<file path="src/rtl/ex_mem_alu_stage.sv">
// MIPS execute stage: combinational ALU feeding the EX/MEM pipeline register.
// One-cycle latency; stall holds the register, flush inserts a bubble (flush wins).
module ex_mem_alu_stage #(
  parameter int WIDTH = 32,
  parameter int RADDR = 5
) (
  input  logic             clk,
  input  logic             rst_n,
  input  logic [3:0]       alu_ctrl,
  input  logic [WIDTH-1:0] op_a,
  input  logic [WIDTH-1:0] op_b,
  input  logic [WIDTH-1:0] store_data_in,
  input  logic [RADDR-1:0] rd_in,
  input  logic             reg_write_in,
  input  logic             mem_read_in,
  input  logic             mem_write_in,
  input  logic             mem_to_reg_in,
  input  logic             valid_in,
  input  logic             stall,
  input  logic             flush,
  output logic [WIDTH-1:0] alu_result,
  output logic             zero,
  output logic             overflow,
  output logic             illegal_op,
  output logic [WIDTH-1:0] store_data,
  output logic [RADDR-1:0] rd,
  output logic             reg_write,
  output logic             mem_read,
  output logic             mem_write,
  output logic             mem_to_reg,
  output logic             valid_out
);

  localparam logic [3:0] OP_AND = 4'b0000;
  localparam logic [3:0] OP_OR  = 4'b0001;
  localparam logic [3:0] OP_ADD = 4'b0010;
  localparam logic [3:0] OP_SUB = 4'b0110;
  localparam logic [3:0] OP_SLT = 4'b0111;
  localparam logic [3:0] OP_NOR = 4'b1100;

  logic [WIDTH-1:0] res;
  logic             ovf;
  logic             ill;
  logic             slt;

  logic [WIDTH-1:0] alu_result_d, alu_result_q;
  logic [WIDTH-1:0] store_data_d, store_data_q;
  logic [RADDR-1:0] rd_d, rd_q;
  logic             zero_d, zero_q;
  logic             overflow_d, overflow_q;
  logic             illegal_op_d, illegal_op_q;
  logic             reg_write_d, reg_write_q;
  logic             mem_read_d, mem_read_q;
  logic             mem_write_d, mem_write_q;
  logic             mem_to_reg_d, mem_to_reg_q;
  logic             valid_d, valid_q;

  // SLT uses a true signed compare so it stays correct when a-b overflows.
  assign slt = ($signed(op_a) < $signed(op_b));

  always_comb begin
    res = '0;
    ovf = 1'b0;
    ill = 1'b0;
    case (alu_ctrl)
      OP_AND: res = op_a & op_b;
      OP_OR:  res = op_a | op_b;
      OP_ADD: begin
        res = op_a + op_b;
        ovf = (op_a[WIDTH-1] == op_b[WIDTH-1]) && (res[WIDTH-1] != op_a[WIDTH-1]);
      end
      OP_SUB: begin
        res = op_a - op_b;
        ovf = (op_a[WIDTH-1] != op_b[WIDTH-1]) && (res[WIDTH-1] != op_a[WIDTH-1]);
      end
      OP_SLT: res = {{(WIDTH-1){1'b0}}, slt};
      OP_NOR: res = ~(op_a | op_b);
      default: ill = 1'b1;
    endcase
  end

  always_comb begin
    alu_result_d = alu_result_q;
    store_data_d = store_data_q;
    rd_d         = rd_q;
    zero_d       = zero_q;
    overflow_d   = overflow_q;
    illegal_op_d = illegal_op_q;
    reg_write_d  = reg_write_q;
    mem_read_d   = mem_read_q;
    mem_write_d  = mem_write_q;
    mem_to_reg_d = mem_to_reg_q;
    valid_d      = valid_q;
    if (flush) begin
      alu_result_d = '0;
      store_data_d = '0;
      rd_d         = '0;
      zero_d       = 1'b0;
      overflow_d   = 1'b0;
      illegal_op_d = 1'b0;
      reg_write_d  = 1'b0;
      mem_read_d   = 1'b0;
      mem_write_d  = 1'b0;
      mem_to_reg_d = 1'b0;
      valid_d      = 1'b0;
    end else if (!stall) begin
      // Bubbles still carry datapath values but never side effects.
      alu_result_d = res;
      store_data_d = store_data_in;
      rd_d         = rd_in;
      zero_d       = (res == '0);
      overflow_d   = ovf & valid_in;
      illegal_op_d = ill & valid_in;
      reg_write_d  = reg_write_in & valid_in;
      mem_read_d   = mem_read_in & valid_in;
      mem_write_d  = mem_write_in & valid_in;
      mem_to_reg_d = mem_to_reg_in & valid_in;
      valid_d      = valid_in;
    end
  end

  always_ff @(posedge clk or negedge rst_n) begin
    if (!rst_n) begin
      alu_result_q <= '0;
      store_data_q <= '0;
      rd_q         <= '0;
      zero_q       <= 1'b0;
      overflow_q   <= 1'b0;
      illegal_op_q <= 1'b0;
      reg_write_q  <= 1'b0;
      mem_read_q   <= 1'b0;
      mem_write_q  <= 1'b0;
      mem_to_reg_q <= 1'b0;
      valid_q      <= 1'b0;
    end else begin
      alu_result_q <= alu_result_d;
      store_data_q <= store_data_d;
      rd_q         <= rd_d;
      zero_q       <= zero_d;
      overflow_q   <= overflow_d;
      illegal_op_q <= illegal_op_d;
      reg_write_q  <= reg_write_d;
      mem_read_q   <= mem_read_d;
      mem_write_q  <= mem_write_d;
      mem_to_reg_q <= mem_to_reg_d;
      valid_q      <= valid_d;
    end
  end

  assign alu_result = alu_result_q;
  assign store_data = store_data_q;
  assign rd         = rd_q;
  assign zero       = zero_q;
  assign overflow   = overflow_q;
  assign illegal_op = illegal_op_q;
  assign reg_write  = reg_write_q;
  assign mem_read   = mem_read_q;
  assign mem_write  = mem_write_q;
  assign mem_to_reg = mem_to_reg_q;
  assign valid_out  = valid_q;

endmodule

</file>
<file path="config.mk">
export PLATFORM = sky130hd
export DESIGN_NAME = ex_mem_alu_stage
export DESIGN_NICKNAME = d
export VERILOG_FILES = /design/src/rtl/ex_mem_alu_stage.sv
export SDC_FILE = /design/constraint.sdc
export NUM_CORES = 1
export LEC_CHECK = 0
export ABC_AREA = 1
export CORE_MARGIN = 4
export CORE_UTILIZATION = 45
export DETAILED_ROUTE_END_ITERATION = 8
export DONT_BUFFER_PORTS = 1
export PLACE_DENSITY_LB_ADDON = 0.1
export SKIP_LAST_GASP = 1
export SLEW_MARGIN = 40
export SYNTH_ARGS = -nofsm -noshare
export SYNTH_HDL_FRONTEND = slang
export SYNTH_SLANG_ARGS = --single-unit
</file>
<file path="constraint.sdc">
create_clock -name clk -period 1.4 [get_ports clk]
set_input_delay 0.42 -clock clk [delete_from_list [all_inputs] [get_ports clk]]
set_output_delay 0.42 -clock clk [all_outputs]
set_load 0.02 [all_outputs]
</file>
==> metrics.cfg, run 1 <==
[setup_path]
path_depth = 18
start_kind = primary input
setup.worst_path.end = zero
path_class = in -> reg
critPathMostFrequentCell = nor2_1
crit_slowest_cell = fa_2
crit_path_end_kind = flip-flop
cp-startpoint = op_a[1]
r2r_slack_ns = 0.55
crit_fanout = 3
crit_family = simple AND/OR/NAND/NOR gates
max_stage_delay_ns = 0.37
crit_required_ns = 1.67
r2r-end = alu_result[29]
worstRegToRegCells = 1
cp_data_arrival_time_ns = 2.57
path_buf_inv = 4
r2r-start = alu_result[29]
crit_chain = clkinvlp_4 -> buf_6 -> fa_2 -> inv_4 -> nand2_4 -> nand3_4 -> buf_6 -> xor2_1 -> nor2_1 -> nor2_1 -> nand2_1 -> nor2_1 -> nand2_1 -> nor2_2 -> nand3_1 -> nor2_1 -> nand3_1 -> nand2_1

[timing]
setup_viol = 34
fin_tns_setup_ns = -17.00
worstMarginPinSlew_ns = 0.6689
max_clock_freq_ghz = 0.4348
final_hold_viol_count = 77
fin_hold_ws_ns = -0.2238
relSlewSlack_pct = 55.41
period_minus_slack_ns = 2.300
period_share_pct = 164.3
slew_viol_final = 0
worst_slack_ns = -0.9000
skew_ns = 0
grt_setup_unrepaired = yes

[layout]
drive_gt1_share_pct = 47.12
diodes = 0
final-instance-count-excl-fill = 2108
syn2layout_area_growth_pct = 60.92
fill_cells = 1612
fin_area_um2 = 15320
nets = 2057
post-route-util_pct = 74.74

[die]
floorplan.initialDensity_pct = 46.45
num_rows = 52
io_pins = 191
dieArea_um2 = 23540
die_y_um = 153.4
die_w_um = 153.4
core_area_um2 = 20490

[clock_network]
cts_root_buf = clkbuf_16
cts_tree = built
cts.clk_slew.worst_paths_ns = 0.06
htreeDepth = 3
clock_sinks = 77
cts_buffer_depth = 2
cts_made_buffers = 9
clock_latency_ns = 0.33

[logic_synthesis]
synth.distinct_cells = 44
avgSynthCellArea_um2 = 6.214
synth_ff_type = dfrtp_1
synth_top_area_cell = dfrtp_1
synth.area.top_cells = dfrtp_1, nand2_1, ha_1, inv_1, nand3_1
yosysWarnings = 0
async_flop_share_pct = 100.0
synth-seq-cells = 77
syn-cell-area_um2 = 9519
yosys-top-cells-count = nand2_1, inv_1, nor2_1
synthCells = 1532
synthesis.nets = 1756
synth.most_common_cell = nand2_1
yosys.area.top_type_share_pct = 20.24
synth_edf_count = 0
yosysSeqAreaShare_pct = 20.24

[pwr]
p_clk_share_pct = 25.2
combPwrFrac_pct = 50.3
p_seq_share_pct = 24.5
p_int_mw = 6.413
p_per_area_nw_per_um2 = 679.4
switching_share_pct = 38.38
ir_drop_uv = 533.2
switching_power_mw = 3.994
p_leak_nw = 8.027

[run_status]
violations = negative hold slack, negative setup slack
outcome = finished, violations left

[global_route]
grt_overflow = 0
grtUsageTotal_pct = 32.13
grt_pass1_wl_mm = 60.78
antenna_found_initial = 0
grt_max_degree = 78
grt_pass1_vias = 11190

[routing]
wl_per_cell_um = 19.07
ant_nets = 0
drc_errors = 0
drt-total-wl_mm = 40.21
vias_per_cell = 5.450
vias = 11490
first_pass_iters = 5
drtIter0Drc = 928

[place]
gp_congestion = 1.024
port_buffers = 0
hpwl_mm = 31.95
dp.cells = 2051
placed_cell_area_um2 = 12800

[job]
cap_violations = 0

[min_path]
hp-class = in -> async

-- layout by cell type, fill, tap and decap left out, types with 23 or more instances in the layout --
master / count
buf_6: 56
ha_1: 72
nor2_1: 101
nor2_4: 39
dfrtp_1: 77
ha_4: 31
nand3_1: 71
nand3_2: 61
buf_4: 273
a221oi_1: 25
nand2_1: 290
a22o_1: 55
inv_1: 187
nor2_2: 39
nand2_2: 100
nand2_4: 46
inv_2: 62
a21oi_1: 24
nand3_4: 23
-- cell families after synthesis --
logic type               after synthesis  synth area share [%]
XOR/XNOR                               5                0.4600
buffers and inverters                333                 14.21
AND/OR/NAND/NOR                      811                 36.36
adder cells (fa/ha/maj)              110                 14.62
flip-flops                            77                 20.24
AO/OA/AOI/OAI                        196                 14.12
-- area by class of cell --
| type | count | area (µm²) | share of cell area (%) |
|---|---|---|---|
| clock inverter | 6 | 111.4 | 0.7269 |
| clock buffer | 10 | 229.0 | 1.495 |
| tap | 270 | 337.8 | 2.205 |
| inverter | 281 | 1237 | 8.078 |
| timing repair buffer | 342 | 2940 | 19.19 |
| sequential | 77 | 1927 | 12.58 |
| multi-input combinational | 1122 | 8536 | 55.72 |
-- power groups by stage --
stage | registers [mW] | clock network [mW] | logic (mW)
CTS | 2.55 | 2.65 | 4.70
floorplan | 2.55 | 0 | 2.45
detailed placement | 2.59 | 0 | 4.09
global placement | 2.58 | 0 | 4.06
global route | 2.56 | 2.75 | 5.59
finish | 2.55 | 2.63 | 5.23
-- metal layers --
| layer | vias to the layer above | track usage [%] | part of all wire [%] |
|---|---|---|---|
| met5 | - | 0 | 0 |
| met4 | 0 | 8.452 | 2.7 |
| met3 | 64 | 5.909 | 8.2 |
| met2 | 492 | 54.72 | 48 |
| met1 | 5439 | 42.08 | 41 |
| li1 | 5493 | - | - |
-- metrics by stage --
step / total power [mW] / setup WS, ns
2_1_floorplan: 5.001 / -0.7138
3_3_place_gp: 6.640 / -1.320
3_5_place_dp: 6.672 / -1.282
4_1_cts: 9.898 / -0.7035
5_1_grt: 10.90 / -0.9720
6_report: 10.41 / -0.9000
-- repair_timing --
action / CTS / global route
endpoints found under the hold margin: 77 / 77
setup buffers: 37 / 29
pin swaps: 131 / 128
endpoints found under the setup margin: 34 / 34
gates resized for setup: 294 / 202
-- worst min path at each step --
stage / to / cells past startpoint
floorplan: alu_result[0] / 0
global placement: store_data[20] / 0
detailed placement: store_data[20] / 0
CTS: store_data[20] / 0
global route: store_data[20] / 0
finish: store_data[20] / 0
Note: power is estimated with default switching activity, not from simulation.
==> inputs of run 2 (changes only) <==
- SETUP_SLACK_MARGIN: unset -> 0.4
==> run 2 against run 1 <==
The flow still finishes with violations (negative hold slack, negative setup slack); combinational power down 5.0%; via count down 0.30%; power down 2.4%; clock power about the same; sequential power about the same; critical path type unchanged; critical endpoint unchanged.
==> metrics.cfg, run 2 (synthesis gave the netlist of run 1 again) <==
[run_status]
outcome = finished, violations left  ; unchanged
violations = negative hold slack, negative setup slack  ; unchanged

[setup_path]
start_kind = primary input  ; unchanged
critPathMostFrequentCell = nand2_1  ; was nor2_1
crit_required_ns = 1.67  ; about the same
path_depth = 17  ; was 18
crit_slowest_cell = fa_2  ; unchanged
cp_data_arrival_time_ns = 2.54  ; was 2.57 ns
crit_family = simple AND/OR/NAND/NOR gates  ; unchanged
cp-startpoint = op_a[1]  ; unchanged
setup.worst_path.end = zero  ; unchanged
path_buf_inv = 3  ; was 4
crit_fanout = 3  ; unchanged
r2r-end = store_data[17]  ; was alu_result[29]
crit_chain = inv_1 -> buf_4 -> fa_2 -> inv_2 -> nand2_1 -> nand3_2 -> xor2_1 -> nor2_1 -> nor2_2 -> nand2_1 -> nor2_2 -> nand2_1 -> nor2_2 -> nand3_2 -> nor2_4 -> nand3_2 -> nand2_1  ; was clkinvlp_4 -> buf_6 -> fa_2 -> inv_4 -> nand2_4 -> nand3_4 -> buf_6 -> xor2_1 -> nor2_1 -> nor2_1 -> nand2_1 -> nor2_1 -> nand2_1 -> nor2_2 -> nand3_1 -> nor2_1 -> nand3_1 -> nand2_1
worstRegToRegCells = 1  ; unchanged
r2r_slack_ns = 0.56  ; was 0.55 ns
r2r-start = store_data[17]  ; was alu_result[29]
path_class = in -> reg  ; unchanged
max_stage_delay_ns = 0.35  ; was 0.37 ns
crit_path_end_kind = flip-flop  ; unchanged

[timing]
final_hold_viol_count = 77  ; unchanged
max_clock_freq_ghz = 0.4414  ; was 0.4348 GHz
setup_viol = 34  ; unchanged
period_minus_slack_ns = 2.265  ; was 2.300 ns
slew_viol_final = 0  ; unchanged
relSlewSlack_pct = 61.22  ; was 55.41%
grt_setup_unrepaired = yes  ; unchanged
worst_slack_ns = -0.8655  ; was -0.9000 ns
worstMarginPinSlew_ns = 0.5818  ; was 0.6689 ns
fin_hold_ws_ns = -0.2155  ; was -0.2238 ns
fin_tns_setup_ns = -17.11  ; was -17.00 ns
period_share_pct = 161.8  ; was 164.3%
skew_ns = 0  ; unchanged

[layout]
final-instance-count-excl-fill = 2133  ; was 2108
drive_gt1_share_pct = 46.97  ; was 47.12%
syn2layout_area_growth_pct = 56.69  ; was 60.92%
final_cell_mix = nand2_1, buf_4, inv_1  ; unchanged
post-route-util_pct = 72.78  ; was 74.74%
final_common_cell = nand2_1  ; unchanged
diodes = 0  ; unchanged
nets = 2082  ; was 2057

[clock_network]
clock_sinks = 77  ; unchanged
cts.clk_slew.worst_paths_ns = 0.05  ; was 0.06 ns
cts_root_buf = clkbuf_16  ; unchanged
cts_tree = built  ; unchanged
cts_made_buffers = 9  ; unchanged
cts_buffer_depth = 2  ; unchanged
clock_latency_ns = 0.33  ; about the same
htreeDepth = 3  ; unchanged

[die]
num_rows = 52  ; unchanged
floorplan.initialDensity_pct = 46.45  ; unchanged
die_y_um = 153.4  ; unchanged
die_w_um = 153.4  ; unchanged
core_area_um2 = 20490  ; unchanged
io_pins = 191  ; unchanged
dieArea_um2 = 23540  ; unchanged

[place]
hpwl_mm = 32.57  ; was 31.95 mm
dp.cells = 2075  ; was 2051
gp_congestion = 1.005  ; was 1.024
port_buffers = 0  ; unchanged

[job]
cap_violations = 0  ; unchanged

[global_route]
grt_pass1_wl_mm = 60.83  ; was 60.78 mm
grtUsageTotal_pct = 32.39  ; was 32.13%
grt_max_degree = 78  ; unchanged
antenna_found_initial = 0  ; unchanged
grt_overflow = 0  ; unchanged
grt_pass1_vias = 11280  ; was 11190

[pwr]
p_leak_nw = 7.735  ; was 8.027 nW
ir_drop_uv = 582.1  ; was 533.2 µV
power_mw = 10.15  ; was 10.41 mW
p_per_area_nw_per_um2 = 680.8  ; was 679.4 nW/µm²

[routing]
drc_errors = 0  ; unchanged
drtIter0Drc = 835  ; was 928
vias = 11450  ; was 11490
drt-total-wl_mm = 39.93  ; was 40.21 mm
ant_nets = 0  ; unchanged
vias_per_cell = 5.370  ; was 5.450
wl_per_cell_um = 18.72  ; was 19.07 µm
first_pass_iters = 5  ; unchanged

[min_path]
hp-class = in -> async  ; unchanged

==> run 2: changes by cell type in the layout (fill, tap and decap cells not counted), sizes merged <==
cell and change:
buf +25, bufinv -1, clkinvlp -3, inv +2, clkinv -1, clkbuf +3
==> run 2: cell type report <==
cell class / count / area (µm²)
clock buffers: 13 / 280.3
clock inverters: 3 / 65.06
fillers: 1714 / 5579
inverters: 281 / 1205
multi-input cells: 1122 / 8024
flip-flops and latches: 77 / 2022
well taps: 270 / 337.8
repair buffers: 367 / 2982
==> run 2: through the flow <==
stage | worst slack [ns] | instance area (µm²)
after floorplan | -0.7138 | 10570
after global placement | -1.309 | 12970
after detailed placement | -1.306 | 12970
after CTS | -0.7242 | 14480
after global routing | -0.9730 | 14920
final | -0.8655 | 14920
==> run 2: repair_timing <==
item,in CTS,in global routing
resized for setup,291,102
hold endpoints to repair,77,77
pin swaps,101,48
setup buffers,29,13
setup endpoints to repair,111,113
==> run 2: worst min-delay path by stage <==
| stage | startpoint | endpoint | slack (ns) | depth (start not counted) |
|---|---|---|---|---|
| finish | rst_n | store_data[10] | -0.22 | 0 |
| global route | rst_n | alu_result[30] | -0.23 | 0 |
| CTS | rst_n | mem_write | -0.23 | 0 |
| detailed placement | rst_n | mem_read | 0.13 | 0 |
| global placement | rst_n | mem_read | 0.13 | 0 |
| floorplan | rst_n | alu_result[0] | 0.12 | 0 |
==> run 2: metal layers <==
| metal | vias up | global-route usage (%) | part of all wire (%) |
|---|---|---|---|
| met2 | 502 | 53.92 | 47 |
| met1 | 5324 | 41.35 | 41 |
| met4 | 0 | 11.52 | 3.2 |
| met5 | - | 0 | 0 |
| met3 | 90 | 7.351 | 9.4 |
| li1 | 5538 | - | - |
==> run 2: report_power, final <==
group / switching, mW / leakage (nW) / total (mW) / internal [mW]
registers: 0.220 / 0.926 / 2.57 / 2.35
logic: 2.72 / 6.64 / 4.97 / 2.24
clock network: 0.866 / 0.172 / 2.62 / 1.75
